[config.mk]
export PLATFORM = sky130hd
export DESIGN_NAME = mnist_frame_sequencer
export DESIGN_NICKNAME = d
export VERILOG_FILES = /design/src/rtl/mnist_frame_sequencer.sv
export SDC_FILE = /design/constraint.sdc
export NUM_CORES = 1
export LEC_CHECK = 0
export CAP_MARGIN = 20
export CORE_ASPECT_RATIO = 0.5
export CORE_UTILIZATION = 33
export CTS_BUF_LIST = sky130_fd_sc_hd__clkbuf_2 sky130_fd_sc_hd__clkbuf_4 sky130_fd_sc_hd__clkbuf_8
export CTS_CLUSTER_DIAMETER = 200
export CTS_CLUSTER_SIZE = 30
export DETAILED_ROUTE_END_ITERATION = 8
export PLACE_DENSITY = 0.65
export SYNTH_ARGS = -nofsm -noshare
export SYNTH_HDL_FRONTEND = slang
export SYNTH_SLANG_ARGS = --single-unit
[constraint.sdc]
create_clock -name clk -period 3.3 [get_ports clk]
set_input_delay 0.495 -clock clk [delete_from_list [all_inputs] [get_ports clk]]
set_output_delay 0.495 -clock clk [all_outputs]
set_load 0.1 [all_outputs]
[src/rtl/mnist_frame_sequencer.sv]
// Host-side frame sequencer for the MNIST core: streams one image into the
// image buffer, kicks the network, waits for its answer and returns the digit.
module mnist_frame_sequencer #(
    parameter int NUM_PIXELS     = 784,
    parameter int ADDR_W         = 10,
    parameter int DATA_W         = 16,
    parameter int TIMEOUT_CYCLES = 200000
) (
    input  logic              clk,
    input  logic              rst_n,
    input  logic              s_valid,
    output logic              s_ready,
    input  logic [DATA_W-1:0] s_data,
    input  logic              s_last,
    output logic              mem_we,
    output logic [ADDR_W-1:0] mem_addr,
    output logic [DATA_W-1:0] mem_wdata,
    output logic              net_start,
    input  logic              net_done,
    input  logic [15:0]       net_prediction,
    output logic              res_valid,
    input  logic              res_ready,
    output logic [3:0]        res_digit,
    output logic              res_error,
    output logic              busy
);
    localparam int TW = $clog2(TIMEOUT_CYCLES + 1);
    localparam logic [ADDR_W-1:0] LAST_PIX = ADDR_W'(NUM_PIXELS - 1);
    localparam logic [TW-1:0]     TMO_LAST = TW'(TIMEOUT_CYCLES - 1);

    typedef enum logic [2:0] {LOAD, DRAIN, START, WAIT, RESULT} state_t;

    state_t              state_q, state_d;
    logic [ADDR_W-1:0]   pix_cnt_q, pix_cnt_d;
    logic [TW-1:0]       timer_q, timer_d;
    logic [3:0]          res_digit_q, res_digit_d;
    logic                res_error_q, res_error_d;
    logic                s_ready_q;
    logic                mem_we_q;
    logic [ADDR_W-1:0]   mem_addr_q;
    logic [DATA_W-1:0]   mem_wdata_q;
    logic                accept;

    assign accept = s_valid && s_ready_q;

    always_comb begin
        state_d     = state_q;
        pix_cnt_d   = pix_cnt_q;
        timer_d     = timer_q;
        res_digit_d = res_digit_q;
        res_error_d = res_error_q;
        case (state_q)
            LOAD: begin
                if (accept) begin
                    pix_cnt_d = pix_cnt_q + 1'b1;
                    if (pix_cnt_q == LAST_PIX) begin
                        if (s_last) begin
                            state_d = START;
                        end else begin
                            state_d     = DRAIN;
                            res_digit_d = 4'hF;
                            res_error_d = 1'b1;
                        end
                    end else if (s_last) begin
                        state_d     = RESULT;
                        res_digit_d = 4'hF;
                        res_error_d = 1'b1;
                    end
                end
            end
            // error already latched on entry; just swallow the overlong tail
            DRAIN: begin
                if (accept && s_last) state_d = RESULT;
            end
            START: begin
                state_d = WAIT;
                timer_d = '0;
            end
            WAIT: begin
                if (net_done) begin
                    state_d = RESULT;
                    if (net_prediction <= 16'd9) begin
                        res_digit_d = net_prediction[3:0];
                        res_error_d = 1'b0;
                    end else begin
                        res_digit_d = 4'hF;
                        res_error_d = 1'b1;
                    end
                end else if (timer_q == TMO_LAST) begin
                    state_d     = RESULT;
                    res_digit_d = 4'hF;
                    res_error_d = 1'b1;
                end else begin
                    timer_d = timer_q + 1'b1;
                end
            end
            RESULT: begin
                if (res_ready) begin
                    state_d   = LOAD;
                    pix_cnt_d = '0;
                end
            end
            default: state_d = LOAD;
        endcase
    end

    always_ff @(posedge clk or negedge rst_n) begin
        if (!rst_n) begin
            state_q     <= LOAD;
            pix_cnt_q   <= '0;
            timer_q     <= '0;
            res_digit_q <= '0;
            res_error_q <= 1'b0;
            s_ready_q   <= 1'b0;
            mem_we_q    <= 1'b0;
            mem_addr_q  <= '0;
            mem_wdata_q <= '0;
        end else begin
            state_q     <= state_d;
            pix_cnt_q   <= pix_cnt_d;
            timer_q     <= timer_d;
            res_digit_q <= res_digit_d;
            res_error_q <= res_error_d;
            // registered decode of the next state keeps s_ready free of input paths
            s_ready_q   <= (state_d == LOAD) || (state_d == DRAIN);
            mem_we_q    <= accept && (state_q == LOAD);
            if (accept && (state_q == LOAD)) begin
                mem_addr_q  <= pix_cnt_q;
                mem_wdata_q <= s_data;
            end
        end
    end

    assign s_ready   = s_ready_q;
    assign mem_we    = mem_we_q;
    assign mem_addr  = mem_addr_q;
    assign mem_wdata = mem_wdata_q;
    assign net_start = (state_q == START);
    assign res_valid = (state_q == RESULT);
    assign res_digit = res_digit_q;
    assign res_error = res_error_q;
    assign busy      = !((state_q == LOAD) && (pix_cnt_q == '0));
endmodule

Yosys cells after proc, flatten, opt, wreduce, memory -nomap -nowiden
Cells that the tools add are included.
{"block": "word_totals", "ff_bits": 64, "latch_bits": 0, "mem_bits_rw": 0, "romBits": 0, "input_bits": 38, "output_inout_bits": 36, "wordCells": 72, "mem_count": 0}
{"block": "classes", "n_addsub": 2, "mul": 0, "n_div": 0, "n_lt_le_gt_ge": 1, "n_eq_ne": 14, "n_shift": 0, "mux": 31, "bitwise_logic": 0, "reduce_logical": 15}
{"cell": "two-way mux 18 bit", "n": 2}
{"cell": "case mux 18 bit (2 select lines)", "n": 1}
{"cell": "two-way mux 4 bit", "n": 7}
{"cell": "two-way mux 3 bit", "n": 7}
{"cell": "two-way mux 10 bit", "n": 2}
{"cell": "case mux 10 bit (2 select lines)", "n": 1}
{"cell": "adder 18 x 1 -> 18 bit (second input constant)", "n": 1}
{"cell": "equality test 18 bit (second input constant)", "n": 1}
{"cell": "less-or-equal comparator 16 x 4 -> 1 bit (second input constant)", "n": 1}
{"cell": "case mux 3 bit (5 select lines)", "n": 1}
{"cell": "adder 10 x 1 -> 10 bit (second input constant)", "n": 1}
{"cell": "equality test 10 bit (second input constant)", "n": 1}
{"cell": "zero test 10 bit", "n": 1}
{"cell": "inequality test 3 bit (second input constant)", "n": 3}
{"cell": "case mux 4 bit (2 select lines)", "n": 1}
{"cell": "two-way mux 1 bit", "n": 7}
{"cell": "equality test 3 x 1 -> 1 bit (second input constant)", "n": 2}
{"cell": "equality test 3 x 2 -> 1 bit (second input constant)", "n": 2}
{"cell": "zero test 3 bit", "n": 2}
{"cell": "inequality test 2 bit (second input constant)", "n": 3}
{"cell": "AND reduction 3 bit", "n": 2}
{"cell": "nonzero test 2 bit", "n": 3}
{"cell": "AND reduction 5 bit", "n": 1}
{"cell": "logical AND 1 bit", "n": 4}
{"cell": "other kinds (6)", "n": 6}

Logic depth before layout (Yosys ltp)
Gate-level depths: netlist of the first run.
{"block": "logic_depth", "ltp_word": 6, "ltp_mapped": 9, "depth_no_buf": 6}

Worst setup path after synthesis of the first run
Ideal clock, no wire load.
{"block": "synth_path", "kind": "register -> register", "start": "register state_q[0]", "end": "register s_ready_q, in the netlist s_ready", "setup_time_ps": 120, "t_arrival_ps": 3187, "t_required_ps": 3180, "slack_ps": -7, "stages_incl_launch_ff": 6, "path_buffers": 1, "period_less_slack_ps": 3307, "path_cell_list": "dfrtp_1 > buf_2 > nor3b_1 > nand2b_1 > o221ai_1 > and3b_1"}
{"block": "synth_between", "word_cells_on_any_way": 16, "classes_between": "5 x eq/ne; 8 x mux; 3 x reduce/logical"}
{"element": "start: declaration", "line_no": "33", "text": "state_t state_q, state_d;"}
{"element": "start signal: assignment", "line_no": "119", "text": "state_q <= state_d;"}
{"element": "equality test 3 bit (*)"}
{"element": "net res_valid", "line_no": "21", "text": "output logic res_valid,"}
{"element": "case mux 3 bit (5 select lines) (*)", "line_no": "52", "text": "case (state_q)"}
{"element": "net state_d[2]", "line_no": "33"}
{"element": "equality test 3 x 1 -> 1 bit or zero test 3 bit (tied branches)", "line_no": "125", "text": "s_ready_q <= (state_d == LOAD) || (state_d == DRAIN);"}
{"element": "logical OR 1 bit (*)", "line_no": "125"}
{"element": "end signal: assignment", "line_no": "125"}
{"element": "end: declaration", "line_no": "38", "text": "logic s_ready_q;"}
The timed path passes the listed nets; every way through them passes the cells marked *.
A chain may end at the register's enable or synchronous reset.

Final worst setup path of the first run
{"block": "layout_path", "start": "register pix_cnt_q[4]", "end": "output port busy"}
{"block": "layout_between", "elab_chain_len": 3}
{"element": "start: declaration", "line_no": "34", "text": "logic [ADDR_W-1:0] pix_cnt_q, pix_cnt_d;"}
{"element": "start signal: assignment", "line_no": "120", "text": "pix_cnt_q <= pix_cnt_d;"}
{"element": "zero test 10 bit", "line_no": "142", "text": "assign busy = !((state_q == LOAD) && (pix_cnt_q == '0));"}
{"element": "logical AND 1 bit", "line_no": "142"}
{"element": "zero test 1 bit", "line_no": "142"}
{"element": "end: declaration", "line_no": "25", "text": "output logic busy"}
No other way between the ends.

==> results.sh, run 1 <==
export IMPL_skew_ns=0.00775
export IMPL_setup_slack_ns=0.788
export IMPL_final_cells=531
export IMPL_netlist_area_sq_um=3070
export IMPL_rsz0062_at_grt="false"
export IMPL_r2r_end="timer_q[12]$_DFFE_PN0P_"
export IMPL_dieArea_sq_um=9710
export IMPL_synth_main_ff_cell="dfrtp_1"
export IMPL_grt_remaining_overflow=0
export IMPL_max_stage_delay_ns=0.58
export IMPL_cts_tree="built"
export IMPL_clk_pin_slew_worst_paths_ns=0.07
export IMPL_cts_resized=0
export IMPL_grt_max_degree=37
export IMPL_clk_latency_ns=0.35
export IMPL_vias=2592
export IMPL_via_per_inst=4.88
export IMPL_status="finished clean"
export IMPL_crit_end="busy"
export IMPL_synth_area_top_cells="dfrtp_1 52%, nand2_1 11%, nor2_1 2.2%"
export IMPL_slew_limit_headroom=0.339
export IMPL_slowest_stage="or4_4"
export IMPL_cts_num_sinks=64
export IMPL_hold_viol=0
export IMPL_setup_viol=0
export IMPL_yosysUniqueCellTypes=50
export IMPL_syn_area_per_cell_sq_um=9.22
export IMPL_whs_ns=0.228
export IMPL_grt_pass1_vias=2474
export IMPL_drc_errors=0
export IMPL_crit_fanout=7
export IMPL_min_period_over_period=0.761
export IMPL_cts_root_buffer="clkbuf_8"
export IMPL_yosysWarnings=0
export IMPL_power_density_nw_per_um2=833
export IMPL_r2r_start="timer_q[0]$_DFFE_PN0P_"
export IMPL_arrival_ns=2.02
export IMPL_num_rows=24
export IMPL_multi_input_comb_area_sq_um=1360
export IMPL_cts_setup_buffers=0
export IMPL_netlist_instances=333
export IMPL_drive_gt1_frac=0.0773
export IMPL_numPortBuffers=73
export IMPL_end_kind="output pin"
export IMPL_finalWirelength_mm=7.18
export IMPL_critical_path_top_delay_family="simple AND/OR/NAND/NOR gates"
export IMPL_worst_setup_path_start_kind="flip-flop"
export IMPL_worst_setup_path_type="reg -> out"
export IMPL_die_y_microns=70.2
export IMPL_syn_to_final_growth_pct=35.0
export IMPL_synth_fp_nets=374
export IMPL_detail_route_iter0_violations=223
export IMPL_yosysTopAreaCellShare=0.522
export IMPL_crit_required_ns=2.80
export IMPL_async_flop_share=1.00
export IMPL_diodes=0
export IMPL_rr_worst_depth=6
export IMPL_slew_viol_final=0
export IMPL_drv_cap=0
export IMPL_h_tree_depth=3
export IMPL_clk_path_buf_depth=2
export IMPL_num_fill_cells=848
export IMPL_die_w_microns=138
export IMPL_dp_hpwl_mm=5.13
export IMPL_fmax_mhz=398
export IMPL_path_depth=3
export IMPL_fin_crit_ns=2.51
export IMPL_ys_seq_elements=64
export IMPL_fin_setup_tns_ns=0
export IMPL_synth_top_cell_by_area="dfrtp_1"
export IMPL_final_common_cell="nand2_1"
export IMPL_seqCellArea_sq_um=1600
export IMPL_placed_cells=515
export IMPL_wl_per_cell_microns=13.5
export IMPL_r2r_slack_ns=1.00
export IMPL_leakagePower_nw=1.88
export IMPL_final_cell_mix="94 x nand2_1, 68 x clkdlybuf4s50_1, 64 x dfrtp_1"
export IMPL_startpoint="pix_cnt_q[4]$_DFFE_PN0P_"
export IMPL_ant_nets=0
export IMPL_synth_edff_count=0
export IMPL_drtPass1Iterations=4
export IMPL_crit_chain="or4_4 > or3_1 > buf_4"
export IMPL_holdCritPathClass="in -> async"
export IMPL_hold_buffers=0
export IMPL_final_nets=450
export IMPL_grt_pass1_wl_mm=12.3
export IMPL_grt_usage=0.162
export IMPL_antenna_found_initial=0
export IMPL_place_congestion=0.796
export IMPL_start_util=0.346
export IMPL_seq_area_frac_synth=0.522
export IMPL_cts_made_buffers=9
export IMPL_peakVddDrop_uv=301
export IMPL_fin_util=0.468
export IMPL_core_sq_um=8860
export IMPL_io_pins=74
export IMPL_crit_buf_inv=1
export IMPL_tightestPinTransition_ns=0.989
export IMPL_dp_slack_ns=0.903
-- stage by stage --
step	cell area, sq um	power [W]
after global placement	3900	0.00265
after detailed placement	3900	0.00267
after floorplan	3070	0.00225
final	4140	0.00345
after CTS	4140	0.00349
after global routing	4140	0.00362
-- layout make-up --
class                           instances  area share
Clock inverter                          6      0.0260
Multi-Input combinational cell        245       0.329
Timing Repair Buffer                   78       0.182
Clock buffer                           10      0.0317
Inverter                               11     0.00997
Sequential cell                        64       0.387
Tap cell                              117      0.0353
-- worst min-delay path by stage --
stage	start	end	slack, ns	depth (start not counted)
floorplan	rst_n	mem_addr[0]$_DFFE_PN0P_	0.20	0
global placement	mem_wdata[9]$_DFFE_PN0P_	mem_wdata[9]$_DFFE_PN0P_	0.46	2
detailed placement	mem_wdata[8]$_DFFE_PN0P_	mem_wdata[8]$_DFFE_PN0P_	0.46	2
CTS	rst_n	timer_q[7]$_DFFE_PN0P_	0.26	1
global route	rst_n	timer_q[3]$_DFFE_PN0P_	0.29	1
finish	rst_n	timer_q[3]$_DFFE_PN0P_	0.23	1
-- report_power, final --
| group | total (W) | switching, W | internal [W] |
|---|---|---|---|
| clock | 0.000809 | 0.000302 | 0.000507 |
| sequential | 0.00110 | 0.000144 | 0.000960 |
| combinational | 0.00154 | 0.00118 | 0.000361 |
-- synth_stat cells, drive strengths merged, types with 3 or more instances --
library cell	instances
clkbuf	4
xor2	3
nor4b	3
o21ai	13
a211o	4
nor3b	4
dfrtp	64
and3	7
nand4	7
nor3	10
or3	4
buf	9
a21oi	12
o31ai	5
or4	7
nand2	94
nor2	18
inv	10
xnor2	5
nand2b	3
nor4	4
and4	4
nand3	8
ha	3
-- state kept, by name, indices dropped and copies added (netlist names) --
name and flops:
s_ready 1, res_digit 4, res_error 1, state_q 3, mem_addr 10, mem_we 1, timer_q 18, pix_cnt_q 10
mem_wdata 16
-- kinds of logic (layout without fill, tap and decap cells) --
| kind of cell | count (synthesis) | count (layout) | share of synthesized area |
|---|---|---|---|
| AO/OA/AOI/OAI | 49 | 49 | 0.104 |
| XOR/XNOR | 8 | 8 | 0.0228 |
| buffers and inverters | 24 | 105 | 0.0363 |
| multiplexers | 1 | 1 | 0.00326 |
| flip-flops | 64 | 64 | 0.522 |
| AND/OR/NAND/NOR | 184 | 184 | 0.299 |
| adder cells (fa/ha/maj) | 3 | 3 | 0.0122 |
-- layer usage --
metal / wire (microns) / global-route usage
met3: 297 / 0.0542
met5: 0 / 0
met1: 3540 / 0.216
met2: 3250 / 0.248
met4: 87 / 0.0524
Note: power is estimated with default switching activity, not from simulation.
==> inputs of run 2 (changes only) <==
PLACE_DENSITY = 0.67   (was 0.65)
clock period = 2.1 ns   (was 3.3 ns; I/O delays follow)
==> run 2 against run 1 <==
  * The run now ends with DRC, setup timing left
  * Cell count up 5.1%
  * Global-route usage up 0.43 points
  * Sequential share of layout area down 1.6 points
  * Die area unchanged
  * Sequential cell count unchanged
  * Count of clock-buffer cells in the layout up 2
  * Largest power group unchanged
==> results.sh, run 2 (synthesized netlist as in run 1, its figures left out) <==
export IMPL_status="finished, violations left"
export IMPL_failed_checks="DRC, setup timing"
export IMPL_end_kind="output pin"
export IMPL_r2r_start="timer_q[0]$_DFFE_PN0P_"
export IMPL_fin_crit_ns=2.13
export IMPL_h_tree_depth=3
export IMPL_final_cell_mix="94 x nand2_1, 64 x dfrtp_1, 64 x buf_4"
export IMPL_cts_root_buffer="clkbuf_8"
export IMPL_peakVddDrop_uv=479
export IMPL_rsz0062_at_grt="true"
export IMPL_grt_use_met3=0.0398
export IMPL_grt_usage=0.166
export IMPL_setup_slack_ns=-0.0289
export IMPL_cts_num_sinks=64
export IMPL_grt_pass1_vias=2680
export IMPL_grt_pass1_wl_mm=12.7
export IMPL_core_sq_um=8860
export IMPL_antenna_found_initial=0
export IMPL_crit_end="busy"
export IMPL_setup_viol=1
export IMPL_clk_path_buf_depth=2
export IMPL_fmax_mhz=470
export IMPL_diodes=0
export IMPL_drtPass1Iterations=6
export IMPL_startpoint="pix_cnt_q[4]$_DFFE_PN0P_"
export IMPL_ant_nets=0
export IMPL_drc_errors=8
export IMPL_min_period_over_period=1.01
export IMPL_numPortBuffers=73
export IMPL_place_congestion=0.830
export IMPL_clk_latency_ns=0.35
export IMPL_slew_viol_final=0
export IMPL_crit_fanout=2
export IMPL_grt_remaining_overflow=0
export IMPL_crit_required_ns=1.78
export IMPL_worst_setup_path_type="reg -> out"
export IMPL_num_fill_cells=815
export IMPL_worst_setup_path_start_kind="flip-flop"
export IMPL_cts_made_buffers=9
export IMPL_cts_tree="built"
export IMPL_grt_use_met1=0.216
export IMPL_fin_setup_tns_ns=-0.0289
export IMPL_detail_route_iter0_violations=135
export IMPL_grt_max_degree=65
export IMPL_dieArea_sq_um=9710
export IMPL_finalWirelength_mm=7.33
export IMPL_power_density_nw_per_um2=1220
export IMPL_vias=2741
export IMPL_wl_per_cell_microns=13.1
export IMPL_final_nets=478
export IMPL_dp_slack_ns=-0.00834
export IMPL_die_y_microns=70.2
export IMPL_leakagePower_nw=2.06
export IMPL_rr_worst_depth=6
export IMPL_via_per_inst=4.91
export IMPL_tightestPinTransition_ns=0.551
export IMPL_slew_limit_headroom=0.631
export IMPL_clk_pin_slew_worst_paths_ns=0.07
export IMPL_r2r_end="timer_q[15]$_DFFE_PN0P_"
export IMPL_gr_max_usage_layer="met2"
export IMPL_drv_cap=0
export IMPL_syn_to_final_growth_pct=40.9
export IMPL_arrival_ns=1.81
export IMPL_grtUsageMet2=0.263
export IMPL_skew_ns=0.00935
export IMPL_io_pins=74
export IMPL_final_common_cell="nand2_1"
export IMPL_holdCritPathClass="reg -> reg"
export IMPL_dp_hpwl_mm=5.37
export IMPL_r2r_slack_ns=0.08
export IMPL_num_rows=24
export IMPL_drive_gt1_frac=0.227
export IMPL_registers_top_by_ff_count="timer_q"
export IMPL_hold_viol=0
export IMPL_total_power_w=0.00527
export IMPL_largest_reg_flops=18
export IMPL_die_w_microns=138
export IMPL_start_util=0.346
[run 2: worst min-delay path by stage]
stage | start | to | depth (start not counted)
after floorplan | rst_n | mem_addr[0]$_DFFE_PN0P_ | 0
after global placement | rst_n | timer_q[10]$_DFFE_PN0P_ | 2
after detailed placement | rst_n | timer_q[11]$_DFFE_PN0P_ | 2
after CTS | s_data[11] | mem_wdata[11]$_DFFE_PN0P_ | 3
after global routing | s_data[4] | mem_wdata[4]$_DFFE_PN0P_ | 3
final | mem_wdata[9]$_DFFE_PN0P_ | mem_wdata[9]$_DFFE_PN0P_ | 2
[run 2: timing repair]
action | 4_1_cts | 5_1_grt
buffers inserted | 2 | 1
endpoints found under the hold margin | 64 | 0
pin swaps | 2 | 3
setup endpoints to repair | 1 | 15
gates resized for setup | 2 | 11
hold buffers | 1 | 0
[run 2: layout make-up]
type                    instances  area [sq um]  area share
flip-flops and latches         64          1600       0.370
well taps                     117           146      0.0338
repair buffers                106           936       0.216
multi-input cells             245          1400       0.324
clock buffers                  12           153      0.0353
inverters                      11          43.8      0.0101
clock inverters                 3          42.5     0.00984
[run 2: metal layers]
metal,vias to the layer above,share of wire
li1,1376,-
met1,1319,0.48
met3,16,0.031
met2,30,0.46
met4,0,0.021
met5,-,0
[run 2: critical path, stage by stage, from the launching register on]
cell and delay, ns:
dfrtp_1 0.38, or4_4 0.55, or3_4 0.36, buf_12 0.17
[run 2: power breakdown]
group	leakage, nW	total, W	internal, W	switching, W
Sequential	0.808	0.00172	0.00151	0.000208
Combinational	1.15	0.00248	0.000596	0.00189
Clock	0.0993	0.00107	0.000599	0.000470
[run 2: stage by stage]
stage          utilization  instance area [sq um]  hold WS [ns]  cells
2_1_floorplan            -                   3080        0.0194    333
3_3_place_gp         0.458                   4060         0.355    539
3_5_place_dp         0.458                   4060         0.359    539
4_1_cts              0.484                   4290         0.465    557
5_1_grt              0.488                   4330         0.503    558
6_report             0.488                   4330         0.480    558
==> inputs of run 3 (changes only) <==
PLACE_DENSITY = 0.65   (was 0.67)
clock period = 2 ns   (was 2.1 ns; I/O delays follow)
==> run 3 against run 2 <==
  * Hold slack got worse by 0.053 ns
  * Utilization rose by 2.4 points
  * Critical endpoint unchanged
  * Total power increased by 10%
  * Worst setup slack got worse by 0.089 ns
  * First-iteration DRC count grew 43%
  * Count of clock-buffer cells in the layout stayed put
  * Largest cell class unchanged
  * Sequential power grew 5%
  * Cell count increased by 2.2%
  * Largest power group unchanged
  * Critical path type unchanged
  * The run still ends with DRC, setup timing left
  * Design area up 5.0%
  * Register-to-register slack got worse by 0.10 ns
  * Clock power grew 23%
  * Sequential share of layout area is 1.7 points lower
==> results.sh, run 3 (synthesized netlist as in run 1, its figures left out) <==
export IMPL_grt_usage=0.171
export IMPL_r2r_end="timer_q[15]$_DFFE_PN0P_"
export IMPL_pwr_share_comb=0.462
export IMPL_skew_ns=0.00585
export IMPL_num_fill_cells=831
export IMPL_leakagePower_nw=2.15
export IMPL_crit_chain="or4_4 > or3_4 > buf_12"
export IMPL_drc_errors=8
export IMPL_r2r_slack_ns=-0.02
export IMPL_via_per_inst=4.94
export IMPL_clk_path_buf_depth=2
export IMPL_r2r_start="timer_q[0]$_DFFE_PN0P_"
export IMPL_power_density_nw_per_um2=1280
export IMPL_dp_hpwl_mm=5.51
export IMPL_setup_viol=5
export IMPL_cts_made_buffers=9
export IMPL_fin_util=0.513
export IMPL_diodes=0
export IMPL_whs_ns=0.427
export IMPL_final_cell_area_sq_um=4540
export IMPL_hold_viol=0
export IMPL_crit_required_ns=1.70
export IMPL_startpoint="pix_cnt_q[4]$_DFFE_PN0P_"
export IMPL_io_pins=74
export IMPL_detail_route_iter0_violations=193
export IMPL_place_area_sq_um=4130
export IMPL_p_sw_frac=0.471
export IMPL_finalWirelength_mm=7.58
export IMPL_registers_top_by_ff_count="timer_q"
export IMPL_start_util=0.346
export IMPL_numPortBuffers=73
export IMPL_clk_pin_slew_worst_paths_ns=0.07
export IMPL_failed_checks="DRC, setup timing"
export IMPL_fin_crit_ns=2.12
export IMPL_final_cell_mix="93 x nand2_1, 72 x buf_4, 62 x dfrtp_1"
export IMPL_place_congestion=0.809
export IMPL_largest_reg_flops=18
export IMPL_wl_per_cell_microns=13.3
export IMPL_num_rows=24
export IMPL_worst_setup_path_start_kind="flip-flop"
export IMPL_worst_setup_path_type="reg -> out"
export IMPL_grt_pass1_vias=2751
export IMPL_syn_to_final_growth_pct=48.0
export IMPL_end_kind="output pin"
export IMPL_path_depth=3
export IMPL_core_sq_um=8860
export IMPL_final_common_cell="nand2_1"
export IMPL_h_tree_depth=3
export IMPL_status="finished, violations left"
export IMPL_cts_root_buffer="clkbuf_8"
export IMPL_ant_nets=0
export IMPL_internal_power_w=0.00307
export IMPL_grt_remaining_overflow=0
export IMPL_dieArea_sq_um=9710
export IMPL_clk_latency_ns=0.35
export IMPL_slew_limit_headroom=0.653
export IMPL_slowest_stage="or4_4"
export IMPL_rsz0062_at_grt="true"
export IMPL_grt_max_degree=29
export IMPL_slew_viol_final=0
export IMPL_antenna_found_initial=0
export IMPL_cts_tree="built"
export IMPL_vias=2817
export IMPL_min_period_over_period=1.06
export IMPL_fmax_mhz=472
export IMPL_die_w_microns=138
export IMPL_grt_pass1_wl_mm=13.0
export IMPL_drv_cap=0
export IMPL_crit_end="busy"
export IMPL_clock_power_share=0.227
export IMPL_power_switching_w=0.00273
export IMPL_cts_num_sinks=64
export IMPL_peakVddDrop_uv=548
export IMPL_setup_slack_ns=-0.118
export IMPL_critical_path_top_delay_family="simple AND/OR/NAND/NOR gates"
export IMPL_crit_buf_inv=1
export IMPL_rr_worst_depth=6
export IMPL_die_y_microns=70.2
export IMPL_drive_gt1_frac=0.278
export IMPL_crit_fanout=2
export IMPL_max_stage_delay_ns=0.55
export IMPL_final_nets=489
export IMPL_tightestPinTransition_ns=0.519
export IMPL_arrival_ns=1.82
export IMPL_drtPass1Iterations=7
export IMPL_seqPwrFrac=0.311
export IMPL_dp_slack_ns=-0.0616
export IMPL_holdCritPathClass="in -> async"
-- run 3: cell count changes in the layout (fill, tap and decap cells not counted), moves of 3 or more --
cell / delta
a21oi_2: +6
buf_4: +8
a21oi_1: -6
buf_6: +3
-- run 3: metrics by stage --
step	total power, W	std cells	TNS, ns
finish	0.00580	570	-0.173
global route	0.00608	570	-1.04
global placement	0.00446	547	-0.0317
detailed placement	0.00448	547	-0.377
floorplan	0.00373	333	-0.0799
CTS	0.00583	566	-0.204
-- run 3: worst register-to-register path, stage by stage (launching register included) --
cell and delay, ns:
dfrtp_1 0.40, ha_2 0.19, and3_4 0.14, and3_4 0.19, a211o_4 0.38, or4_4 0.53, a21oi_2 0.12
-- run 3: layer usage --
layer | GRT usage | up-vias | share of wire
li1 | - | 1394 | -
met1 | 0.215 | 1370 | 0.47
met2 | 0.276 | 45 | 0.48
met3 | 0.0542 | 8 | 0.039
met4 | 0.0687 | 0 | 0.011
met5 | 0 | - | 0
-- run 3: how the worst min path moves through the flow --
stage | from | to | slack [ns] | depth (start not counted)
detailed placement | rst_n | timer_q[2]$_DFFE_PN0P_ | 0.27 | 1
finish | rst_n | timer_q[2]$_DFFE_PN0P_ | 0.43 | 2
global placement | rst_n | timer_q[3]$_DFFE_PN0P_ | 0.27 | 1
CTS | rst_n | timer_q[2]$_DFFE_PN0P_ | 0.42 | 2
global route | rst_n | timer_q[3]$_DFFE_PN0P_ | 0.46 | 2
floorplan | rst_n | mem_addr[0]$_DFFE_PN0P_ | 0.004 | 0
-- run 3: what timing repair did --
| action | in CTS | in global routing |
|---|---|---|
| setup buffers | 2 | 4 |
| gates resized for setup | 7 | 24 |
| hold endpoints to repair | 16 | 0 |
| pin swaps | 5 | 10 |
| hold buffers | 1 | 0 |
| endpoints found under the setup margin | 9 | 16 |
-- run 3: power by group through the flow --
| stage | clock, W | sequential [W] | combinational, W |
|---|---|---|---|
| finish | 0.00132 | 0.00180 | 0.00268 |
| detailed placement | 0 | 0.00182 | 0.00266 |
| global placement | 0 | 0.00181 | 0.00265 |
| CTS | 0.00136 | 0.00180 | 0.00267 |
| global route | 0.00142 | 0.00185 | 0.00281 |
| floorplan | 0 | 0.00321 | 0.000522 |
-- run 3: area by class of cell --
| cell class | instances | area [sq um] | area share |
|---|---|---|---|
| repair buffers | 117 | 1030 | 0.227 |
| clock inverters | 4 | 75.1 | 0.0165 |
| multi-input cells | 245 | 1470 | 0.324 |
| clock buffers | 12 | 165 | 0.0364 |
| flip-flops and latches | 64 | 1600 | 0.353 |
| well taps | 117 | 146 | 0.0322 |
| inverters | 11 | 48.8 | 0.0107 |
